===== config.mk =====
export PLATFORM = sky130hd
export DESIGN_NAME = wb_commit_ctrl
export DESIGN_NICKNAME = d
export VERILOG_FILES = /design/src/rtl/wb_commit_ctrl.sv
export SDC_FILE = /design/constraint.sdc
export NUM_CORES = 1
export LEC_CHECK = 0
export ABC_AREA = 1
export CORE_AREA = 2 2 182 184
export DETAILED_ROUTE_END_ITERATION = 7
export DIE_AREA = 0 0 184 186
export GPL_TIMING_DRIVEN = 0
export HOLD_SLACK_MARGIN = 0.05
export PLACE_DENSITY_LB_ADDON = 0.12
export SLEW_MARGIN = 5
export SYNTH_ARGS = -nofsm -noshare
export SYNTH_HDL_FRONTEND = slang
export SYNTH_SLANG_ARGS = --single-unit

===== constraint.sdc =====
create_clock -name clk -period 2.5 [get_ports clk]
set_clock_uncertainty 0.15 [all_clocks]
set_input_delay 0.25 -clock clk [delete_from_list [all_inputs] [get_ports clk]]
set_output_delay 0.25 -clock clk [all_outputs]
set_load 0.005 [all_outputs]

===== src/rtl/wb_commit_ctrl.sv =====
// wb_commit_ctrl -- write-back commit / trap controller.
//
// Decides, for the instruction held in the WB stage, whether it retires
// normally, enters a machine trap (timer interrupt or ecall), or returns
// from a trap (mret). Normal retirement is combinational in RUN. A trap
// takes RUN -> SAVE (CSR update) -> JUMP (redirect to mtvec). An mret takes
// RUN -> JUMP (redirect to mepc). SAVE and JUMP act only on latched state.
//
// Ports
//   clk, rst                 clock, synchronous active-high reset
//   wb_valid / wb_ready      WB instruction present / may be consumed
//   i_isecall, i_ismret,
//   i_iscsr, i_RegWr         WB instruction attributes
//   clint_mtip, mstatus_mie,
//   mie_mtie                 timer interrupt pending and its enables
//   i_wb_pc, mtvec, mepc     WB pc, trap vector CSR, return address CSR
//   rf_wen, commit_valid     regfile write enable, retire strobe
//   flush, redirect_valid,
//   redirect_pc              pipeline kill and fetch redirect
//   trap_wen, trap_mepc,
//   trap_mcause, mret_wen    CSR update strobes/data
//   minstret                 retired-instruction counter
module wb_commit_ctrl (
    input  logic        clk,
    input  logic        rst,
    input  logic        wb_valid,
    output logic        wb_ready,
    input  logic        i_isecall,
    input  logic        i_ismret,
    input  logic        i_iscsr,
    input  logic        i_RegWr,
    input  logic        clint_mtip,
    input  logic        mstatus_mie,
    input  logic        mie_mtie,
    input  logic [63:0] i_wb_pc,
    input  logic [63:0] mtvec,
    input  logic [63:0] mepc,
    output logic        rf_wen,
    output logic        commit_valid,
    output logic        flush,
    output logic        redirect_valid,
    output logic [63:0] redirect_pc,
    output logic        trap_wen,
    output logic [63:0] trap_mepc,
    output logic [63:0] trap_mcause,
    output logic        mret_wen,
    output logic [63:0] minstret
);

    localparam logic [63:0] CAUSE_IRQ   = 64'h8000_0000_0000_0007;
    localparam logic [63:0] CAUSE_ECALL = 64'h0000_0000_0000_000B;

    typedef enum logic [1:0] {RUN, SAVE, JUMP} state_t;

    state_t      state_q, state_d;
    logic [63:0] mepc_q, mcause_q, tgt_q, minstret_q;
    logic        mret_q;
    logic        irq_take;
    logic        trap_ld, mret_ld;

    assign irq_take = wb_valid & clint_mtip & mstatus_mie & mie_mtie;

    always_comb begin
        state_d        = state_q;
        trap_ld        = 1'b0;
        mret_ld        = 1'b0;
        wb_ready       = 1'b0;
        rf_wen         = 1'b0;
        commit_valid   = 1'b0;
        flush          = 1'b0;
        redirect_valid = 1'b0;
        redirect_pc    = '0;
        trap_wen       = 1'b0;
        trap_mepc      = '0;
        trap_mcause    = '0;
        mret_wen       = 1'b0;
        minstret       = '0;
        if (!rst) begin
            minstret = minstret_q;
            case (state_q)
                RUN: begin
                    wb_ready = 1'b1;
                    if (wb_valid) begin
                        if (irq_take || i_isecall) begin
                            wb_ready = 1'b0;
                            trap_ld  = 1'b1;
                            state_d  = SAVE;
                        end else if (i_ismret) begin
                            wb_ready = 1'b0;
                            mret_ld  = 1'b1;
                            state_d  = JUMP;
                        end else begin
                            commit_valid = 1'b1;
                            // CSR instructions retire like any other; their
                            // write-back is still gated by i_RegWr alone.
                            rf_wen = i_RegWr | (i_iscsr & i_RegWr);
                        end
                    end
                end
                SAVE: begin
                    trap_wen    = 1'b1;
                    trap_mepc   = mepc_q;
                    trap_mcause = mcause_q;
                    flush       = 1'b1;
                    state_d     = JUMP;
                end
                JUMP: begin
                    // tgt_q holds either the aligned mtvec or mepc, chosen at entry.
                    redirect_valid = 1'b1;
                    redirect_pc    = tgt_q;
                    flush          = 1'b1;
                    wb_ready       = 1'b1;
                    mret_wen       = mret_q;
                    commit_valid   = mret_q;
                    state_d        = RUN;
                end
                default: state_d = RUN;
            endcase
        end
    end

    always_ff @(posedge clk) begin
        if (rst) begin
            state_q    <= RUN;
            mepc_q     <= '0;
            mcause_q   <= '0;
            tgt_q      <= '0;
            mret_q     <= 1'b0;
            minstret_q <= '0;
        end else begin
            state_q <= state_d;
            if (trap_ld) begin
                mepc_q   <= i_wb_pc;
                mcause_q <= irq_take ? CAUSE_IRQ : CAUSE_ECALL;
                tgt_q    <= mtvec & ~64'h3;
                mret_q   <= 1'b0;
            end
            if (mret_ld) begin
                tgt_q  <= mepc;
                mret_q <= 1'b1;
            end
            if (commit_valid) begin
                minstret_q <= minstret_q + 64'd1;
            end
        end
    end

endmodule

==> results of run 1 <==
==> power by group through the flow <==
stage          logic, mW  clock network [mW]  registers, mW
3_5_place_dp        1.14                   0           3.41
2_1_floorplan      0.577                   0           3.40
5_1_grt             1.31                3.21           3.36
3_3_place_gp        1.13                   0           3.41
4_1_cts             1.19                3.07           3.34
6_report            1.19                3.01           3.34
==> cell families (layout without fill, tap and decap cells) <==
logic type	Yosys count	after routing	share of synthesized area [%]
AO/OA/AOI/OAI	318	318	14.7
AND/OR/NAND/NOR	886	886	32.5
other	1	60	0.0339
flip-flops	198	198	35.9
adder cells (fa/ha/maj)	4	4	0.453
buffers and inverters	389	827	16.5
==> path summary, 6_finish.rpt <==
kind                              start                          end  slack [ns]
max reg2reg  minstret_q[0]$_SDFFE_PP0P_  minstret_q[56]$_SDFFE_PP0P_        0.23
min                                 rst   minstret_q[6]$_SDFFE_PP0P_        0.17
max             state_q[0]$_SDFFE_PP0P_                       rf_wen        0.06
min reg2reg      tgt_q[61]$_SDFFE_PP0P_       tgt_q[61]$_SDFFE_PP0P_        0.32
==> worst reg2reg max path: stages (launching register included) <==
cell	delay, ns
dfxtp_1	0.40
ha_1	0.24
nand2_1	0.09
nor2_2	0.22
nand2_1	0.18
nor3_2	0.24
nand2_1	0.18
nor2_1	0.29
nand2_1	0.08
nand2_1	0.07
nor2_1	0.04
==> metal layers <==
layer | vias up | part of all wire, % | GRT usage, %
met2 | 473 | 47 | 42.6
met3 | 75 | 9.0 | 6.91
met1 | 5675 | 41 | 29.1
li1 | 6415 | - | -
met5 | - | 0 | 0
met4 | 0 | 3.1 | 8.83
==> cells in the final DEF, fill, tap and decap left out, types with 44 or more instances in the layout <==
| master | instances |
|---|---|
| o21ai_1 | 105 |
| dlygate4sd2_1 | 51 |
| buf_4 | 82 |
| nand2_1 | 415 |
| conb_1 | 59 |
| clkdlybuf4s50_1 | 295 |
| inv_1 | 230 |
| dfxtp_1 | 197 |
| o21ai_0 | 109 |
| a21oi_1 | 90 |
| nor2_1 | 345 |
| dlymetal6s2s_1 | 44 |
==> registers in the layout, indices dropped and copies added (netlist names) <==
register,cells
mepc_q,64
minstret_q,64
tgt_q,64
mcause_q,3
state_q,2
mret_q,1
==> cell type report <==
cell class                      count  area, um^2  share of cell area [%]
Timing Repair Buffer              410        4090                    24.6
Multi-Input combinational cell   1267        5540                    33.3
Inverter                          238         895                    5.38
Buffer                            147         985                    5.92
Clock inverter                     15         220                    1.32
Sequential cell                   198        3970                    23.8
Antenna cell                        1        2.50                  0.0150
Clock buffer                       17         425                    2.56
Tap cell                          408         510                    3.07
==> repair_timing <==
item / CTS / global route
gates resized for setup: 135 / 61
gates cloned: 0 / 0
setup endpoints to repair: 190 / 75
pin swaps: 3 / 2
setup buffers: 9 / 1
==> metrics by stage <==
step                      hold slack, ns  setup slack, ns  setup TNS, ns  instances
after floorplan                    0.213            0.730              0       1854
after global placement             0.300           -0.579         -33.00       2663
after detailed placement           0.304           -0.582         -43.29       2663
after CTS                          0.152          -0.0599         -0.238       2703
after global routing               0.208         0.000939              0       2701
final                              0.165           0.0617              0       2701
==> results.json, run 1 <==
{
  "status": "finished clean",
  "min_period_over_period_pct": 97.5,
  "synth_seq_cells": 198,
  "finalPower_mw": 7.54,
  "cts_sinks": 198,
  "wl_per_cell_um": 16.0,
  "power.density_nw_per_um2": 453,
  "grt_setup_unrepaired": "false",
  "die_h_um": 186,
  "gp_congestion": 0.937,
  "clk_pin_slew_ns": 0.07,
  "synth.area.top_cells": "dfxtp_1 (36%), nand2_1 (14%), nor2_1 (12%)",
  "drc_errors": 0,
  "crit_buf_inv": 3,
  "cp_top_family": "buffers and inverters",
  "min-delay-path-class": "input port to flop",
  "cts_buffers": 17,
  "antenna_left": 0,
  "yosysMostFrequentCell": "nand2_1",
  "num-fill-cells": 3357,
  "fin_area_um2": 16600,
  "initial_core_util_pct": 34.3,
  "synth_cell_types": 34,
  "peakVddDrop_v": 0.000390,
  "cts-root-buf": "clkbuf_16",
  "p_int_mw": 5.37,
  "core_area_um2": 32200,
  "overflow": 0,
  "antenna_found_initial": 1,
  "synth.yosys.warnings": 0,
  "cts_tree": "done",
  "via_per_inst": 4.68,
  "worst_slew_pin_slew_ns": 0.708,
  "layout-drive-gt1-share_pct": 9.08,
  "slowest_delay_ns": 0.59,
  "clock_latency_ns": 0.44,
  "grt_usage_pct": 24.6,
  "worstSetupStartpointType": "flop",
  "dp_hpwl_um": 34400,
  "area_delta_synth_final_pct": 50.5,
  "placed_area_um2": 15800,
  "wl_um": 43200,
  "ctsLongestPathBuffers": 2,
  "async_reset_ff_share_pct": 0,
  "end_kind": "output pin",
  "grt_pass1_vias": 12000,
  "critical_path_class": "flop to output pin",
  "syn_area_per_cell_um2": 6.15,
  "finalCriticalPeriod_ns": 2.44,
  "slew_headroom_pct": 52.8,
  "ios": 465,
  "holdBufCountCts": 0,
  "yosys-top-cells-count": "nand2_1 (416), nor2_1 (355), inv_1 (233), dfxtp_1 (198), o21ai_0 (110)",
  "fp.dieW_um": 184,
  "required_ns": 2.10,
  "pwr-share-comb_pct": 15.7,
  "synth_top_area_cell": "dfxtp_1",
  "cp_slowest_cell": "clkdlybuf4s50_1",
  "portBuffers": 401,
  "cp_cell_sequence": "inv_2 > ha_2 > inv_1 > nor4_1 > clkdlybuf4s50_1",
  "r2r_cells": 10,
  "synth_edf_count": 0,
  "ys.flop_type": "dfxtp_1",
  "hold-path-cell-count": 4,
  "maxCapViolations": 0,
  "cp.depth": 5,
  "grt_max_degree": 23,
  "grt_pass1_wl_um": 64800,
  "num_vias": 12600,
  "rows": 66,
  "setup_viol": 0,
  "final_max_slew_viol_count": 0,
  "power_frac_clock_pct": 39.9,
  "h-tree-depth": 4,
  "synth_top_area_share_pct": 35.9,
  "total_leakage_power_nw": 7.43,
  "finish.utilization_pct": 51.6,
  "netSwitchingFraction_pct": 28.8,
  "syn-cell-area_um2": 11100,
  "arrival_ns": 2.04,
  "synthCells": 1796,
  "die-area_um2": 34200,
  "initialDrtViolationCount": 771,
  "first_pass_iters": 5,
  "max_freq_ghz": 0.410,
  "finalHoldViolCount": 0,
  "power_frac_seq_pct": 44.3,
  "crit_fanout": 5,
  "p_sw_mw": 2.17,
  "finish.net_count": 2485,
  "ys_seq_area_share_pct": 35.9
}
Note: power is estimated with default switching activity, not from simulation.
==> run 2: changes to the inputs <==
- CAP_MARGIN: unset -> 10
- RECOVER_POWER: unset -> 100
==> results.json, run 2 (same netlist as run 1, synthesis figures left out) <==
{
  "worstSetupStartpointType": "flop",
  "end_kind": "output pin",
  "finalCriticalPeriod_ns": 2.41,
  "portBuffers": 401,
  "clock_latency_ns": 0.44,
  "cts_tree": "done",
  "wl_um": 43200,
  "overflow": 0,
  "worst_slew_pin_slew_ns": 0.728,
  "antenna_found_initial": 1,
  "finalHoldViolCount": 0,
  "grt_pass1_vias": 12000,
  "power.density_nw_per_um2": 457,
  "largestRegisters": "mepc_q (64), minstret_q (64), tgt_q (64)",
  "wl_per_cell_um": 16.0,
  "core_area_um2": 32200,
  "via_per_inst": 4.71,
  "min-delay-path-class": "input port to flop",
  "cts-root-buf": "clkbuf_16",
  "dp.cells": 2663,
  "arrival_ns": 2.01,
  "holdBufCountCts": 0,
  "status": "finished clean",
  "first_pass_iters": 6,
  "cp_top_family": "buffers and inverters",
  "met1_usage_pct": 29.1,
  "path_common_cell": "buf_4",
  "fin_hold_ws_ns": 0.170,
  "finalPower_mw": 7.52,
  "gp_congestion": 0.937,
  "grtUsageMet3_pct": 6.91,
  "cts_buffers": 17,
  "grt_max_degree": 23,
  "critical_path_class": "flop to output pin",
  "antenna_left": 0,
  "crit_buf_inv": 4,
  "required_ns": 2.10,
  "finish.utilization_pct": 51.1,
  "min_period_over_period_pct": 96.3,
  "dp_hpwl_um": 34400,
  "initial_core_util_pct": 34.3,
  "layout_common_cells": "nand2_1 (418), nor2_1 (349), clkdlybuf4s50_1 (259), inv_1 (230), dfxtp_1 (197)",
  "final_common_cell": "nand2_1",
  "cp_slowest_cell": "clkdlybuf4s50_1",
  "maxCapViolations": 0,
  "fp.dieW_um": 184,
  "ctsLongestPathBuffers": 2,
  "rows": 66,
  "grt_setup_unrepaired": "false",
  "grt_usage_pct": 24.6,
  "cts_sinks": 198,
  "initialDrtViolationCount": 739,
  "layout-drive-gt1-share_pct": 8.42,
  "max_freq_ghz": 0.415,
  "drc_errors": 0,
  "total_leakage_power_nw": 6.80,
  "use_met2_pct": 42.6,
  "crit_fanout": 10,
  "top_usage_layer": "met2",
  "fin_cells": 2701,
  "die-area_um2": 34200,
  "area_delta_synth_final_pct": 48.8,
  "num-fill-cells": 3403,
  "h-tree-depth": 4,
  "final_max_slew_viol_count": 0,
  "finish.net_count": 2485,
  "cp_cell_sequence": "buf_4 > ha_4 > buf_4 > buf_4 > nand2_1 > nor2_1 > clkdlybuf4s50_1",
  "peakVddDrop_v": 0.000389,
  "slowest_delay_ns": 0.53,
  "ios": 465,
  "slew_headroom_pct": 51.5,
  "setup_viol": 0,
  "clk_pin_slew_ns": 0.07,
  "die_h_um": 186,
  "grt_pass1_wl_um": 64800,
  "num_vias": 12700
}
[run 2: worst min-delay path: stages]
cell and delay (ns):
buf_2 0.16, nor2_1 0.16, o22ai_1 0.10, inv_1 0.05
[run 2: repair_timing]
item,CTS,global route
setup endpoints to repair,190,75
pin swaps,3,2
cloned,0,0
resized for setup,135,61
buffers inserted,9,1
[run 2: through the flow]
stage               instance area, um^2  setup WS [ns]  setup TNS, ns
floorplan                         11300          0.730              0
global placement                  15800         -0.579         -33.00
detailed placement                15800         -0.582         -43.29
CTS                               16500        -0.0599         -0.238
global route                      16400        0.00220              0
finish                            16400         0.0914              0
[run 2: layout make-up]
| class | count | area [um^2] | share of cell area [%] |
|---|---|---|---|
| flip-flops and latches | 198 | 3970 | 24.1 |
| inverters | 238 | 895 | 5.44 |
| clock buffers | 17 | 425 | 2.59 |
| clock inverters | 15 | 220 | 1.34 |
| diodes | 1 | 2.50 | 0.0152 |
| well taps | 408 | 510 | 3.10 |
| plain buffers | 147 | 942 | 5.73 |
| repair buffers | 410 | 3980 | 24.2 |
| multi-input cells | 1267 | 5510 | 33.5 |
[run 2: where the power goes]
| part | switching, mW | total, mW | internal (mW) |
|---|---|---|---|
| Sequential | 0.0520 | 3.34 | 3.29 |
| Combinational | 0.590 | 1.17 | 0.577 |
| Clock | 1.52 | 3.01 | 1.49 |
| Total | 2.16 | 7.52 | 5.36 |
[run 2: path summary, 6_finish.rpt]
path                           startpoint                         end  slack, ns  depth (start not counted)
setup / recovery  state_q[1]$_SDFFE_PP0P_             redirect_pc[47]       0.09                          7
hold / removal                        rst  minstret_q[6]$_SDFFE_PP0P_       0.17                          4
setup reg to reg  state_q[0]$_SDFFE_PP0P_  minstret_q[2]$_SDFFE_PP0P_       0.18                          9
hold reg to reg    tgt_q[61]$_SDFFE_PP0P_      tgt_q[61]$_SDFFE_PP0P_       0.32                          2
[run 2: layer usage]
layer | vias up | wire, um | share of wire, %
li1 | 6420 | - | -
met1 | 5730 | 17800 | 41
met2 | 499 | 20200 | 47
met3 | 70 | 3840 | 8.9
met4 | 0 | 1290 | 3.0
met5 | - | 0 | 0
